--- src/rtl/tx_message_driver.sv ---
// Streams the fixed "Hello, World!" message into a UART transmitter, paced on TxEmpty.
// Define TXDRIVER_REPEAT_EN to loop the message forever instead of halting after '!'.
//
//   state | meaning
//   ------+------------------------------------------------------------
//   IDLE  | after reset, waiting for the transmitter to become ready
//   SEND  | XMitGo high, TxData valid, waiting for TxEmpty to fall
//   WAIT  | byte accepted, waiting for TxEmpty to rise again
//   DONE  | whole message sent, parked until reset
module tx_message_driver #(
    parameter int MSG_LEN = 13,
    parameter int DATA_W  = 8
) (
    input  logic              Enable,
    input  logic              Reset,
    input  logic              TxEmpty,
    output logic              XMitGo,
    output logic [DATA_W-1:0] TxData
);

    localparam int AW = (MSG_LEN > 1) ? $clog2(MSG_LEN) : 1;
    localparam logic [AW-1:0] LAST_ADDR = AW'(MSG_LEN - 1);

    localparam logic [1:0] IDLE = 2'd0;
    localparam logic [1:0] SEND = 2'd1;
    localparam logic [1:0] WAIT = 2'd2;
    localparam logic [1:0] DONE = 2'd3;

    logic [1:0]        state;
    logic [1:0]        state_nx;
    logic [AW-1:0]     address;
    logic [AW-1:0]     address_nx;
    logic [DATA_W-1:0] txdata_nx;

    function automatic logic [DATA_W-1:0] rom(input logic [AW-1:0] a);
        logic [7:0] c;
        case (a)
            AW'(0):  c = 8'h48;
            AW'(1):  c = 8'h65;
            AW'(2):  c = 8'h6C;
            AW'(3):  c = 8'h6C;
            AW'(4):  c = 8'h6F;
            AW'(5):  c = 8'h2C;
            AW'(6):  c = 8'h20;
            AW'(7):  c = 8'h57;
            AW'(8):  c = 8'h6F;
            AW'(9):  c = 8'h72;
            AW'(10): c = 8'h6C;
            AW'(11): c = 8'h64;
            AW'(12): c = 8'h21;
            default: c = 8'h00;
        endcase
        return DATA_W'(c);
    endfunction

    // TxData is only ever loaded on a transition into SEND, so it is frozen while XMitGo is high.
    always_comb begin
        state_nx   = state;
        address_nx = address;
        txdata_nx  = TxData;
        case (state)
            IDLE: begin
                if (TxEmpty) begin
                    state_nx  = SEND;
                    txdata_nx = rom(address);
                end
            end
            SEND: begin
                if (!TxEmpty) state_nx = WAIT;
            end
            WAIT: begin
                if (TxEmpty) begin
                    if (address == LAST_ADDR) begin
`ifdef TXDRIVER_REPEAT_EN
                        address_nx = '0;
                        txdata_nx  = rom('0);
                        state_nx   = SEND;
`else
                        state_nx   = DONE;
`endif
                    end else begin
                        address_nx = address + AW'(1);
                        txdata_nx  = rom(address + AW'(1));
                        state_nx   = SEND;
                    end
                end
            end
            DONE: ;
            default: state_nx = IDLE;
        endcase
    end

    // XMitGo is decoded from the next state so it leaves the flop with no path from TxEmpty.
    always_ff @(posedge Enable or negedge Reset) begin
        if (!Reset) begin
            state   <= IDLE;
            address <= '0;
            XMitGo  <= 1'b0;
            TxData  <= '0;
        end else begin
            state   <= state_nx;
            address <= address_nx;
            XMitGo  <= (state_nx == SEND);
            TxData  <= txdata_nx;
        end
    end

endmodule

--- config.mk ---
export PLATFORM = sky130hd
export DESIGN_NAME = tx_message_driver
export DESIGN_NICKNAME = d
export VERILOG_FILES = /design/src/rtl/tx_message_driver.sv
export SDC_FILE = /design/constraint.sdc
export NUM_CORES = 1
export LEC_CHECK = 0
export CAP_MARGIN = 10
export CELL_PAD_IN_SITES_DETAIL_PLACEMENT = 1
export CELL_PAD_IN_SITES_GLOBAL_PLACEMENT = 2
export CORE_ASPECT_RATIO = 0.75
export CORE_UTILIZATION = 35
export DETAILED_ROUTE_END_ITERATION = 6
export PLACE_DENSITY = 0.81
export SLEW_MARGIN = 20
export SYNTH_ARGS = -nofsm -noshare
export SYNTH_HDL_FRONTEND = slang
export SYNTH_SLANG_ARGS = --single-unit
--- constraint.sdc ---
create_clock -name Enable -period 2.75 [get_ports Enable]
set_input_delay 0.55 -clock Enable [delete_from_list [all_inputs] [get_ports Enable]]
set_output_delay 0.55 -clock Enable [all_outputs]
set_load 0.03 [all_outputs]
==> results of run 1 <==
==> cell type report <==
type / count / area [µm²]
fill: 350 / 1713
sequential: 14 / 350.3
inverter: 5 / 18.77
timing repair buffer: 12 / 115.1
clock buffer: 4 / 55.05
multi-input combinational: 96 / 720.7
tap: 38 / 47.55
==> state kept, by name (all words and copies together) (netlist names) <==
name	cells
address	4
XMitGo	1
TxData	7
state	2
==> through the flow <==
stage | utilization [%] | std cells | cell area (µm²) | total power [mW] | setup slack [ns]
after CTS | 43.29 | 169 | 1308 | 1.683 | 0.3697
after detailed placement | 41.47 | 165 | 1252 | 1.464 | 0.3939
after floorplan | - | 123 | 1135 | 1.164 | 0.8128
after global placement | 41.47 | 165 | 1252 | 1.453 | 0.4247
final | 43.29 | 169 | 1308 | 1.683 | 0.3935
after global routing | 43.29 | 169 | 1308 | 1.807 | 0.2028
==> synth_stat cells (all sizes together) (3+ instances only) <==
library cell	number
a21oi	8
buf	6
dfrtp	14
ha	9
inv	5
mux2i	5
nand2	5
nand2b	5
nand3	4
nand3b	3
nor2	9
nor2b	3
nor3	3
o21ai	8
o311ai	3
xnor2	4
==> metal layers <==
layer | up-vias | global-route usage, % | part of all wire [%]
met4 | 0 | 5.674 | 0.92
met2 | 22 | 27.23 | 43
met1 | 476 | 31.29 | 50
met5 | - | 0 | 0
li1 | 458 | - | -
met3 | 3 | 6.250 | 6.2
==> worst paths after layout <==
path	startpoint	endpoint	depth (start not counted)
max in group asynchronous	Reset	TxData[5]$_DFFE_PN0P_	1
setup reg to reg	address[1]$_DFFE_PN0P_	TxData[2]$_DFFE_PN0P_	6
hold / removal	TxData[6]$_DFFE_PN0P_	TxData[6]$_DFFE_PN0P_	1
min in group asynchronous	Reset	address[3]$_DFFE_PN0P_	1
hold reg to reg	TxData[6]$_DFFE_PN0P_	TxData[6]$_DFFE_PN0P_	1
setup / recovery	address[1]$_DFFE_PN0P_	TxData[2]$_DFFE_PN0P_	6
==> power breakdown <==
group	switching, mW	internal, mW	total (mW)	leakage [nW]
combinational	0.570	0.454	1.02	0.334
sequential	0.157	0.287	0.444	0.168
clock	0.0878	0.127	0.215	0.0288
==> worst max-delay path, delay by kind of cell (launching register included) <==
kind | cells | cell delay (ns)
compound gates | 2 | 0.41
flops | 1 | 0.50
buf+inv | 1 | 0.06
simple gates | 1 | 0.46
fa+ha+maj | 2 | 0.87
==> cells by family (layout without fill, tap and decap cells) <==
| logic type | Yosys count | in the layout | synth area share (%) |
|---|---|---|---|
| AOI/OAI and AO/OA | 32 | 32 | 19.63 |
| xor gates and xnor gates | 4 | 4 | 4.742 |
| adders and majority gates | 9 | 9 | 9.923 |
| buffers and inverters | 13 | 21 | 5.623 |
| DFF | 14 | 14 | 30.87 |
| muxes | 7 | 7 | 6.725 |
| other | 1 | 1 | 0.3304 |
| and+or+nand+nor | 43 | 43 | 22.16 |
==> results.cfg, run 1 <==
[global_route]
grt-ovfl-total = 0
grt_usage_pct = 20.64
antenna_found_initial = 0
grt_max_degree = 21
grt_first_pass_wirelength_um = 5106
grt_pass1_vias = 946

[sta]
final_hold_viol_count = 0
hold_slack_ns = 0.5008
post-route-min-period_ns = 2.357
finalSetupTns_ns = 0
finClkSkew_ns = 0.004376
tightest_slew_ns = 0.6677
drv_slew = 0
rsz0062_at_grt = no
fmax_mhz = 424.4
fin_crit_sh_pct = 85.69
setup_viol = 0
slew_headroom_pct = 55.35

[clock_tree]
cts_hold_buf = 0
cts.sinks = 14
ctsHtreeMaxLevel = 1
post_cts_buffers = 0
clockBufferDepth = 2
cts_buffers = 3
cts_tree = built
postCtsResizedCells = 0
clk_latency_ns = 0.26
clock-root-buffer = clkbuf_8
clk_transition_reported_paths_ns = 0.07

[drt]
vias_per_cell = 5.675
detail_route.iter0.violations = 66
ant_nets = 0
num_vias = 959
dr.pass1.iters = 4
drt_wl_total_um = 3152
wl_per_cell_um = 18.65
drc = 0

[logic_synthesis]
synth_edf_count = 0
syn_inst = 123
yosysSeqAreaShare_pct = 30.87
synthDistinctLibCells = 42
synth_top_area_share_pct = 30.87
yosys_warnings = 0
synth_area_leaders = dfrtp_1 (31%), ha_1 (9.9%), mux2i_1 (4.4%)
synth-async-reset-ratio_pct = 100.0
synth_top_area_cell = dfrtp_1
netlist_area_um2 = 1135
synth_top_flop_cell = dfrtp_1
synthesis.nets = 135
synth_seq_cells = 14
syn_area_per_cell_um2 = 9.226

[final_layout]
final_layout_size_suffix_gt1_share_pct = 12.21
nets = 144
final_common_cell = dfrtp_1
antenna_cells = 0
final_cell_mix = dfrtp_1 (14), clkdlybuf4s50_1 (10), nor2_1 (9), ha_1 (9), o21ai_0 (8)
area_delta_synth_final_pct = 15.21

[worst_setup_path]
cp_cell_sequence = ha_1 -> inv_1 -> ha_1 -> or4b_1 -> o311ai_0 -> o221a_2
worstPathRequired_ns = 2.95
endpoint_kind = register
max_stage_delay_ns = 0.57
slowest_stage = ha_1
r2r_slack_ns = 0.39
arrival_ns = 2.56
path_max_fanout = 16
cp-start-kind = register
criticalPathCategory = register to register
worst_path_most_repeated_cell = ha_1

[floorplanning]
dieHeight_um = 51.32
die_w_um = 67.75
rows = 17
start_util_pct = 37.57
die-area_um2 = 3477
core-area_um2 = 3020
top_level_ports = 12

[job]
max_cap_violations = 0

[place]
finalWeightedCongestion = 0.8451
io_buffers = 10
dpl.hpwl_um = 2302

[outcome]
outcome = complete, no violations

[pwr]
peakVddDrop_mv = 0.6835
leakage_nw = 0.5305
p_per_area_nw_per_um2 = 1287

[hold_path]
hp-class = register to register
Power figures use the tool's default switching activity.
==> inputs of run 2 (changes only) <==
--- a/config.mk
+++ b/config.mk
@@ -9,8 +9,10 @@
 export CELL_PAD_IN_SITES_DETAIL_PLACEMENT = 1
 export CELL_PAD_IN_SITES_GLOBAL_PLACEMENT = 2
 export CORE_ASPECT_RATIO = 0.75
+export CORE_MARGIN = 4
 export CORE_UTILIZATION = 35
 export DETAILED_ROUTE_END_ITERATION = 6
+export HOLD_SLACK_MARGIN = 0.1
 export PLACE_DENSITY = 0.81
 export SLEW_MARGIN = 20
 export SYNTH_ARGS = -nofsm -noshare
==> results.cfg, run 2 (synthesis gave the netlist of run 1 again) <==
[drt]
detail_route.iter0.violations = 62
drc = 0
wl_per_cell_um = 18.24
ant_nets = 0
vias_per_cell = 5.608
dr.pass1.iters = 4
num_vias = 959
drt_wl_total_um = 3119

[floorplanning]
die-area_um2 = 4227
top_level_ports = 12
die_w_um = 73.75
start_util_pct = 37.57
dieHeight_um = 57.32
rows = 17
core-area_um2 = 3020

[sta]
fin_crit_sh_pct = 87.20
drv_slew = 0
fmax_mhz = 417.0
finClkSkew_ns = 0.001451
rsz0062_at_grt = no
slew_headroom_pct = 52.24
post-route-min-period_ns = 2.398
finalSetupTns_ns = 0
final_hold_viol_count = 0
setup_viol = 0
tightest_slew_ns = 0.7142

[clock_tree]
cts_tree = built
cts_buffers = 3
clk_transition_reported_paths_ns = 0.07
ctsHtreeMaxLevel = 1
clock-root-buffer = clkbuf_8
cts.sinks = 14
postCtsResizedCells = 0
clockBufferDepth = 2
clk_latency_ns = 0.26
cts_hold_buf = 0
post_cts_buffers = 0

[final_layout]
largest_reg_flops = 7
antenna_cells = 0
final_layout_size_suffix_gt1_share_pct = 13.53
reg_top3 = TxData x7, address x4, state x2
final_cell_mix = dfrtp_1 (14), clkdlybuf4s50_1 (10), nor2_1 (9), ha_1 (9), o21ai_0 (8)
fin_util_pct = 43.79
regMostFlops = TxData
nets = 146
final_area_um2 = 1323
final_common_cell = dfrtp_1
area_delta_synth_final_pct = 16.54

[global_route]
antenna_found_initial = 0
grt_pass1_vias = 964
grt-ovfl-total = 0
grt_first_pass_wirelength_um = 5161
grt_max_degree = 17
grt_usage_pct = 16.36

[worst_setup_path]
max_stage_delay_ns = 0.58
worstPathRequired_ns = 2.95
path_max_fanout = 16
worst_path_most_repeated_cell = ha_1
endpoint_kind = register
cp_cell_sequence = ha_1 -> inv_1 -> ha_1 -> or4b_1 -> o311ai_0 -> o221a_2
criticalPathCategory = register to register
slowest_stage = ha_1
arrival_ns = 2.60
cp-start-kind = register

[place]
place_area_um2 = 1267
finalWeightedCongestion = 0.8365
dpl.hpwl_um = 2265
io_buffers = 10

[hold_path]
hp-class = register to register

[pwr]
peakVddDrop_mv = 0.6343
leakage_nw = 0.5406
p_per_area_nw_per_um2 = 1282

[job]
max_cap_violations = 0

[outcome]
outcome = complete, no violations
==> run 2: cell count changes in the layout (fill, tap and decap cells not counted), sizes merged <==
cell and delta:
buf +2
==> run 2: per-layer routing <==
layer,track usage (%),up-vias,share of wire (%)
met1,23.21,475,51
met4,6.202,0,1.7
met2,23.99,14,43
li1,-,465,-
met5,0,-,0
met3,3.697,5,4.1
==> run 2: critical path: cells and delay by family (launching register included) <==
| family | cells | cell delay (ns) |
|---|---|---|
| adders and majority gates | 2 | 0.87 |
| DFF | 1 | 0.52 |
| and+or+nand+nor | 1 | 0.48 |
| AOI/OAI and AO/OA | 2 | 0.40 |
| buffers and inverters | 1 | 0.07 |
==> run 2: area by class of cell <==
class                           count  area (µm²)
Clock buffer                        4       55.05
Inverter                            5       18.77
Fill cell                         352        1698
Sequential cell                    14       350.3
Tap cell                           38       47.55
Multi-Input combinational cell     96       720.7
Timing Repair Buffer               14       130.1
==> run 2: path summary, 6_finish.rpt <==
check	startpoint	cells past startpoint	slack, ns	end
max	address[1]$_DFFE_PN0P_	6	0.35	TxData[2]$_DFFE_PN0P_
min	TxData[6]$_DFFE_PN0P_	1	0.50	TxData[6]$_DFFE_PN0P_
max reg2reg	address[1]$_DFFE_PN0P_	6	0.35	TxData[2]$_DFFE_PN0P_
min reg2reg	TxData[6]$_DFFE_PN0P_	1	0.50	TxData[6]$_DFFE_PN0P_
max in group asynchronous	Reset	1	1.58	TxData[5]$_DFFE_PN0P_
min in group asynchronous	Reset	1	0.72	address[0]$_DFFE_PN0P_
==> run 2: metrics by stage <==
step	total power, mW	worst slack (ns)	hold WS, ns	instances
floorplan	1.164	0.8128	0.2544	123
detailed placement	1.470	0.3861	0.4917	167
global placement	1.455	0.4447	0.4861	167
global route	1.831	0.1732	0.5376	171
CTS	1.699	0.3517	0.5072	171
finish	1.696	0.3519	0.4982	171
==> run 2: power breakdown <==
| group | leakage, nW | total (mW) | switching (mW) | internal, mW |
|---|---|---|---|---|
| Clock | 0.0288 | 0.217 | 0.0896 | 0.127 |
| Combinational | 0.344 | 1.06 | 0.593 | 0.463 |
| Sequential | 0.168 | 0.423 | 0.136 | 0.287 |
